===== config.mk =====
export PLATFORM = sky130hd
export DESIGN_NAME = booth_mul_sched_flat
export DESIGN_NICKNAME = d
export VERILOG_FILES = /design/src/rtl/booth_mul_sched_if.sv /design/src/rtl/booth_mul_sched.sv /design/src/flat_wrapper.sv
export SDC_FILE = /design/constraint.sdc
export NUM_CORES = 1
export LEC_CHECK = 0
export BUFFER_PORTS_ARGS = -buffer_cell sky130_fd_sc_hd__clkbuf_2
export CAP_MARGIN = 20
export CORE_UTILIZATION = 55
export CTS_CLUSTER_SIZE = 12
export DETAILED_ROUTE_END_ITERATION = 12
export PLACE_DENSITY = 0.81
export SLEW_MARGIN = 0
export SYNTH_ARGS = -nofsm -noshare
export SYNTH_HDL_FRONTEND = slang
export SYNTH_SLANG_ARGS = --single-unit

===== constraint.sdc =====
create_clock -name clk -period 4.82 [get_ports clk]
set_input_delay 0.964 -clock clk [delete_from_list [all_inputs] [get_ports clk]]
set_output_delay 0.964 -clock clk [all_outputs]
set_load 0.02 [all_outputs]

===== src/rtl/booth_mul_sched_if.sv =====
// Handshake bundle for booth_mul_sched: two operand requesters and one product consumer.
interface booth_mul_sched_if #(
  parameter int WIDTH = 4
);
  logic                   req0_valid;
  logic                   req0_ready;
  logic [WIDTH-1:0]       req0_x;
  logic [WIDTH-1:0]       req0_y;
  logic                   req1_valid;
  logic                   req1_ready;
  logic [WIDTH-1:0]       req1_x;
  logic [WIDTH-1:0]       req1_y;
  logic                   out_valid;
  logic                   out_ready;
  logic [2*WIDTH-1:0]     out_z;
  logic                   out_id;

  modport master (
    output req0_valid, req0_x, req0_y,
    output req1_valid, req1_x, req1_y,
    output out_ready,
    input  req0_ready, req1_ready,
    input  out_valid, out_z, out_id
  );

  modport slave (
    input  req0_valid, req0_x, req0_y,
    input  req1_valid, req1_x, req1_y,
    input  out_ready,
    output req0_ready, req1_ready,
    output out_valid, out_z, out_id
  );
endinterface


===== src/rtl/booth_mul_sched.sv =====
// Radix-2 Booth multiplier (one multiplier bit per cycle) shared round-robin
// between two requesters. Optional zero-operand shortcut: define
// BOOTH_MUL_SCHED_ZERO_SKIP_EN to jump straight to DONE when x or y is zero.
module booth_mul_sched #(
  parameter int WIDTH = 4
) (
  input logic              clk,
  input logic              rst,
  booth_mul_sched_if.slave bus
);
  localparam int CW = $clog2(WIDTH + 1);

  typedef enum logic [1:0] {IDLE, BUSY, DONE} state_t;

  state_t               state;
  logic                 last_grant;
  logic                 id_q;
  logic [WIDTH:0]       acc_hi;     // upper half, one guard bit so -y of the most-negative y fits
  logic [WIDTH-1:0]     acc_lo;     // multiplier bits, shifted out LSB first
  logic                 prev;       // Booth extra bit
  logic [WIDTH:0]       y_ext;
  logic [CW-1:0]        cnt;
  logic                 out_valid_q;
  logic [2*WIDTH-1:0]   out_z_q;
  logic                 out_id_q;

  logic                 grant1;
  logic                 req_any;
  logic                 accept;
  logic [WIDTH-1:0]     sel_x;
  logic [WIDTH-1:0]     sel_y;
  logic [WIDTH:0]       sum;
  logic [2*WIDTH:0]     shifted;

  // Round-robin arbitration; readys only in IDLE and never during reset
  always_comb begin
    grant1  = bus.req1_valid && (!bus.req0_valid || !last_grant);
    req_any = bus.req0_valid || bus.req1_valid;
    accept  = (state == IDLE) && !rst && req_any;
    sel_x   = grant1 ? bus.req1_x : bus.req0_x;
    sel_y   = grant1 ? bus.req1_y : bus.req0_y;
  end

  assign bus.req0_ready = accept && !grant1;
  assign bus.req1_ready = accept && grant1;
  assign bus.out_valid  = out_valid_q;
  assign bus.out_z      = out_z_q;
  assign bus.out_id     = out_id_q;

  // One Booth step: recode {x[i], prev}, add to upper half, then arithmetic shift right
  always_comb begin
    sum = acc_hi;
    case ({acc_lo[0], prev})
      2'b10:   sum = acc_hi - y_ext;
      2'b01:   sum = acc_hi + y_ext;
      default: sum = acc_hi;
    endcase
    shifted = {sum[WIDTH], sum, acc_lo[WIDTH-1:1]};
  end

  // Scheduler FSM with registered product outputs
  always_ff @(posedge clk) begin
    if (rst) begin
      state       <= IDLE;
      last_grant  <= 1'b1;
      id_q        <= 1'b0;
      acc_hi      <= '0;
      acc_lo      <= '0;
      prev        <= 1'b0;
      y_ext       <= '0;
      cnt         <= '0;
      out_valid_q <= 1'b0;
      out_z_q     <= '0;
      out_id_q    <= 1'b0;
    end else begin
      case (state)
        IDLE: begin
          if (req_any) begin
            id_q       <= grant1;
            last_grant <= grant1;
            acc_hi     <= '0;
            acc_lo     <= sel_x;
            prev       <= 1'b0;
            y_ext      <= {sel_y[WIDTH-1], sel_y};
            cnt        <= '0;
`ifdef BOOTH_MUL_SCHED_ZERO_SKIP_EN
            if (sel_x == '0 || sel_y == '0) begin
              state       <= DONE;
              out_valid_q <= 1'b1;
              out_z_q     <= '0;
              out_id_q    <= grant1;
            end else begin
              state <= BUSY;
            end
`else
            state <= BUSY;
`endif
          end
        end
        BUSY: begin
          acc_hi <= shifted[2*WIDTH:WIDTH];
          acc_lo <= shifted[WIDTH-1:0];
          prev   <= acc_lo[0];
          cnt    <= cnt + CW'(1);
          if (cnt == CW'(WIDTH - 1)) begin
            state       <= DONE;
            out_valid_q <= 1'b1;
            out_z_q     <= shifted[2*WIDTH-1:0];
            out_id_q    <= id_q;
          end
        end
        DONE: begin
          if (bus.out_ready) begin
            state       <= IDLE;
            out_valid_q <= 1'b0;
          end
        end
        default: state <= IDLE;
      endcase
    end
  end
endmodule


===== src/flat_wrapper.sv =====
// flat-port wrapper written by rule: the top's interface ports become plain ports
module booth_mul_sched_flat 
#(
  parameter int WIDTH = 4
)
  (clk, rst, bus_req0_valid, bus_req0_x, bus_req0_y, bus_req1_valid, bus_req1_x, bus_req1_y, bus_out_ready, bus_req0_ready, bus_req1_ready, bus_out_valid, bus_out_z, bus_out_id);
  booth_mul_sched_if #(.WIDTH(WIDTH)) bus_i ();
  input logic clk;
  input logic rst;
  input wire logic [$bits(bus_i.req0_valid)-1:0] bus_req0_valid;
  input wire logic [$bits(bus_i.req0_x)-1:0] bus_req0_x;
  input wire logic [$bits(bus_i.req0_y)-1:0] bus_req0_y;
  input wire logic [$bits(bus_i.req1_valid)-1:0] bus_req1_valid;
  input wire logic [$bits(bus_i.req1_x)-1:0] bus_req1_x;
  input wire logic [$bits(bus_i.req1_y)-1:0] bus_req1_y;
  input wire logic [$bits(bus_i.out_ready)-1:0] bus_out_ready;
  output wire logic [$bits(bus_i.req0_ready)-1:0] bus_req0_ready;
  output wire logic [$bits(bus_i.req1_ready)-1:0] bus_req1_ready;
  output wire logic [$bits(bus_i.out_valid)-1:0] bus_out_valid;
  output wire logic [$bits(bus_i.out_z)-1:0] bus_out_z;
  output wire logic [$bits(bus_i.out_id)-1:0] bus_out_id;
  assign bus_i.req0_valid = bus_req0_valid;
  assign bus_i.req0_x = bus_req0_x;
  assign bus_i.req0_y = bus_req0_y;
  assign bus_i.req1_valid = bus_req1_valid;
  assign bus_i.req1_x = bus_req1_x;
  assign bus_i.req1_y = bus_req1_y;
  assign bus_i.out_ready = bus_out_ready;
  assign bus_req0_ready = bus_i.req0_ready;
  assign bus_req1_ready = bus_i.req1_ready;
  assign bus_out_valid = bus_i.out_valid;
  assign bus_out_z = bus_i.out_z;
  assign bus_out_id = bus_i.out_id;
  booth_mul_sched #(.WIDTH(WIDTH)) u_core (.clk(clk), .rst(rst), .bus(bus_i));
endmodule

=== Word-level counts from Yosys, hierarchy flattened ===
Cells that the tools add are included.

* Input bits: 21
* Flip-flop bits (word level): 31
* Logic and storage cells: 59

* $add $sub $neg: 3
* Equality and inequality tests: 8
* Reduce and logical (&&, ||, !) cells: 19
* Multiplexer cells: 18

{| class="wikitable"
|+ Operators with widths
! operator !! number
|-
| one-hot mux 5 bit (2 select lines) || 2
|-
| 2-to-1 mux 4 bit || 3
|-
| one-hot mux 4 bit (2 select lines) || 1
|-
| 2-to-1 mux 2 bit || 3
|-
| one-hot mux 2 bit (3 select lines) || 1
|-
| one-hot mux 3 bit (2 select lines) || 1
|-
| AND reduction 2 bit || 3
|-
| AND reduction 3 bit || 2
|-
| adder 5 bit || 1
|-
| logical AND 1 bit || 5
|-
| 2-to-1 mux 5 bit || 1
|-
| subtractor 5 bit || 1
|-
| equality test 2 x 1 -> 1 bit (second input constant) || 2
|-
| equality test 2 bit (second input constant) || 2
|-
| zero test 1 bit || 4
|-
| inequality test 2 x 1 -> 1 bit (second input constant) || 2
|-
| one-hot mux 1 bit (2 select lines) || 2
|-
| nonzero test 2 bit || 2
|-
| adder 3 x 1 -> 3 bit (second input constant) || 1
|-
| equality test 3 x 2 -> 1 bit (second input constant) || 1
|-
| 2-to-1 mux 1 bit || 3
|-
| 2-to-1 mux 3 bit || 1
|-
| zero test 2 bit || 1
|-
| logical OR 1 bit || 2
|-
| inequality test 2 bit (second input constant) || 1
|}

=== Longest topological paths before layout ===
* Depth after elaboration: 6
* Gate-level depth with buffers: 10

=== Worst setup path before layout ===
Ideal clock, no wire load.

* Path type: input to output
* From: input port bus_req0_valid
* To: output port bus_req0_ready
* Data arrival time: 1.795 ns
* Stages: 3
* Buffers on the path: 1
* Required time: 3.856 ns
* Slack: 2.061 ns
* Path through: o21ai_1 > clkbuf_1 > nor3_1

* Cells in the longest elaborated chain, start to end: 5

{| class="wikitable"
|+ Ends and longest elaborated chain
! item !! line !! text
|-
| start: declaration || flat_wrapper.sv:10 || <nowiki>input wire logic [$bits(bus_i.req0_valid)-1:0] bus_req0_valid;</nowiki>
|-
| zero test 1 bit || booth_mul_sched.sv:37 || <nowiki>grant1 = bus.req1_valid && (!bus.req0_valid || !last_grant);</nowiki>
|-
| logical OR 1 bit || booth_mul_sched.sv:37 ||
|-
| logical AND 1 bit || booth_mul_sched.sv:37 ||
|-
| zero test 1 bit || booth_mul_sched.sv:44 || <nowiki>assign bus.req0_ready = accept && !grant1;</nowiki>
|-
| logical AND 1 bit * || booth_mul_sched.sv:44 ||
|-
| end: declaration || flat_wrapper.sv:17 || <nowiki>output wire logic [$bits(bus_i.req0_ready)-1:0] bus_req0_ready;</nowiki>
|}

Every way passes the cells marked *; elsewhere a longest branch is shown, timed or not.

=== Worst setup path in the final report ===
* From: input port bus_req1_valid
* To: output port bus_req0_ready

* Cells in the longest elaborated chain, start to end: 3

{| class="wikitable"
|+ Ends and longest elaborated chain
! item !! line !! text
|-
| start: declaration || flat_wrapper.sv:13 || <nowiki>input wire logic [$bits(bus_i.req1_valid)-1:0] bus_req1_valid;</nowiki>
|-
| logical OR 1 bit or logical AND 1 bit (tied branches) || booth_mul_sched.sv:38, booth_mul_sched.sv:37 ||
|-
| logical AND 1 bit or zero test 1 bit (tied branches) || booth_mul_sched.sv:39, booth_mul_sched.sv:44 ||
|-
| logical AND 1 bit * || booth_mul_sched.sv:44 ||
|}

Marks and branches as above.

==> results.json <==
{
  "critPathSlowestCell": "a21boi_2",
  "synth_nets": 216,
  "seqPwrFrac": 0.513,
  "yosysWarnings": 0,
  "tns_ps": 0,
  "hpwl_mm": 2.51,
  "path_common_cell": "clkbuf_2",
  "fin_area_um2": 1740,
  "fin_worst_skew_ps": 2.88,
  "clk_latency_ps": 310,
  "p_sw_frac": 0.293,
  "min_from": "u_core.bus.out_id",
  "async_reset_ff_frac": 0,
  "cts_setup_buffers": 0,
  "rsz0062_at_grt": "false",
  "avgSynthCellArea_um2": 8.19,
  "power_frac_comb": 0.224,
  "core.rowCount": 18,
  "die_y_um": 54.5,
  "endpoint_kind": "output port",
  "placed_area_um2": 1680,
  "fin_crit_ps": 2750,
  "arrival_ps": 1790,
  "timing.rr.start": "u_core.y_ext[0]",
  "clock_power_share": 0.263,
  "p_leak_nw": 0.760,
  "irDropWorstVdd_v": 0.000209,
  "antenna_found_initial": 0,
  "clock.fmax_ghz": 0.363,
  "portBuffers": 32,
  "cell_internal_pwr_mw": 0.377,
  "grt_max_degree": 33,
  "drive_gt1_frac": 0.205,
  "cts_max_level": 2,
  "grt_pass1_wl_mm": 5.19,
  "hold_class": "reg -> reg",
  "wl_per_cell_um": 13.1,
  "drt_wl_total_mm": 3.22,
  "hold_viol": 0,
  "ctsLongestPathBuffers": 2,
  "instances_no_fill": 245,
  "outcome": "complete, no violations",
  "synthFlopType": "dfxtp_1",
  "layout.nets": 247,
  "io_pins": 33,
  "ys_types": 32,
  "crit_required_ps": 3860,
  "cts_hold_buf": 0,
  "max_slew_margin": 0.594,
  "period_share": 0.571,
  "drt_first_iter_violations": 39,
  "hold_ws_ps": 459,
  "maxCapViolCount": 0,
  "startpoint": "bus_req1_valid",
  "worst_slew_pin_slew_ps": 609,
  "powerDensity_nw_per_um2": 307,
  "cp_cell_sequence": "clkbuf_2 > a21boi_2 > nor3_1 > clkbuf_2",
  "switchingPower_mw": 0.156,
  "viasPerCell": 5.72,
  "synth_seq_cells": 30,
  "cts_buffers": 5,
  "cp-start-kind": "input port",
  "firstDrtPassIters": 4,
  "cts.sinks": 30,
  "worstSetupPathType": "in -> out",
  "clk_pin_slew_ps": 80,
  "area_delta_synth_final_pct": 14.5,
  "drc": 0,
  "finalSetupViolations": 0,
  "start_util": 0.595,
  "seq_area_frac_synth": 0.396,
  "ant_nets": 0,
  "placedCellCount": 239,
  "slew_viol_final": 0,
  "core_um2": 2540,
  "die_w_um": 54.5,
  "synth_edf_count": 0,
  "max_stage_delay_ps": 430,
  "cts_tree": "yes",
  "grt_overflow_total": 0,
  "dieArea_um2": 2970,
  "diodes": 0,
  "cts-root-buf": "clkbuf_4",
  "critPathMaxFanout": 9,
  "synthCells": 185,
  "cts_resized": 0,
  "place_congestion": 0.835,
  "first_global_vias": 1264,
  "synthesis.area_um2": 1520,
  "track_usage": 0.250,
  "vias": 1401
}
==> through the flow <==
step	util	power, mW	setup slack (ps)
after floorplan	-	0.364	2060
after global placement	0.662	0.389	2080
after detailed placement	0.662	0.397	2070
after CTS	0.682	0.534	2060
after global routing	0.682	0.563	1980
final	0.682	0.532	2070
==> flip-flops by register name (all words and copies together) (netlist names), 2 cells and up <==
register,cells
u_core.acc_hi,4
u_core.acc_lo,4
u_core.bus.out_z,8
u_core.cnt,3
u_core.state,2
u_core.y_ext,4
==> final cells by class <==
| class | count | area, µm² |
|---|---|---|
| Multi-Input combinational cell | 142 | 863 |
| Timing Repair Buffer | 33 | 168 |
| Sequential cell | 30 | 601 |
| Tap cell | 30 | 37.5 |
| Inverter | 4 | 15.0 |
| Fill cell | 220 | 810 |
| Clock buffer | 6 | 51.3 |
==> power groups by stage <==
stage	clock network (mW)	registers [mW]	logic, mW
2_1_floorplan	0	0.275	0.0889
3_3_place_gp	0	0.278	0.111
3_5_place_dp	0	0.279	0.118
4_1_cts	0.143	0.273	0.119
5_1_grt	0.156	0.275	0.132
6_report	0.140	0.273	0.119
==> logic make-up (layout without fill, tap and decap cells) <==
| family | count (synthesis) | count (layout) | share of synthesized area |
|---|---|---|---|
| and+or+nand+nor | 77 | 77 | 0.214 |
| AOI/OAI and AO/OA | 43 | 43 | 0.192 |
| DFF | 30 | 30 | 0.396 |
| buffers and inverters | 13 | 43 | 0.0339 |
| adders and majority gates | 10 | 10 | 0.0875 |
| muxes | 7 | 7 | 0.0479 |
| xor gates and xnor gates | 5 | 5 | 0.0289 |
==> cells in the final DEF, fill, tap and decap left out, types with 2 or more instances in the layout <==
cell,instances
dfxtp_1,30
xor2_1,2
nor2_1,31
a21oi_2,2
ha_1,9
o21ai_1,2
clkbuf_4,5
and2_1,2
a221oi_1,4
a311oi_1,7
nand2_1,30
mux2_2,2
inv_1,4
clkbuf_2,32
a21o_1,2
nand3_1,3
xnor2_1,3
nand2b_1,5
nor3_1,3
mux2i_1,5
a31oi_1,3
a21oi_1,17
==> cell usage after synthesis, types with 4 or more instances <==
cell | count | share of area
inv_1 | 4 | 0.0099
dfxtp_1 | 30 | 0.40
a221oi_1 | 4 | 0.023
a21oi_1 | 17 | 0.056
mux2i_1 | 5 | 0.033
ha_1 | 9 | 0.074
a311oi_1 | 7 | 0.040
clkbuf_1 | 7 | 0.017
nand2_1 | 30 | 0.074
nor2_1 | 31 | 0.077
nand2b_1 | 5 | 0.021
==> worst max-delay path, delay by kind of cell <==
family | cells | cell delay, ps
AO/OA/AOI/OAI | 1 | 430
buffers and inverters | 2 | 290
AND/OR/NAND/NOR | 1 | 100
==> routing by layer <==
metal | wire length (µm) | vias to the layer above | global-route usage
met1 | 1420 | 632 | 0.286
met2 | 1560 | 61 | 0.415
met4 | 27 | 0 | 0.145
met3 | 216 | 4 | 0.0667
met5 | 0 | - | 0
li1 | - | 704 | -
==> final timing paths <==
check	endpoint	slack (ps)	cells after the start
setup / recovery	bus_req0_ready	2070	4
hold / removal	u_core.bus.out_id	460	2
setup reg to reg	u_core.acc_hi[3]	2170	9
hold reg to reg	u_core.bus.out_id	460	2
No activity file was read; power rests on OpenSTA's default activity.
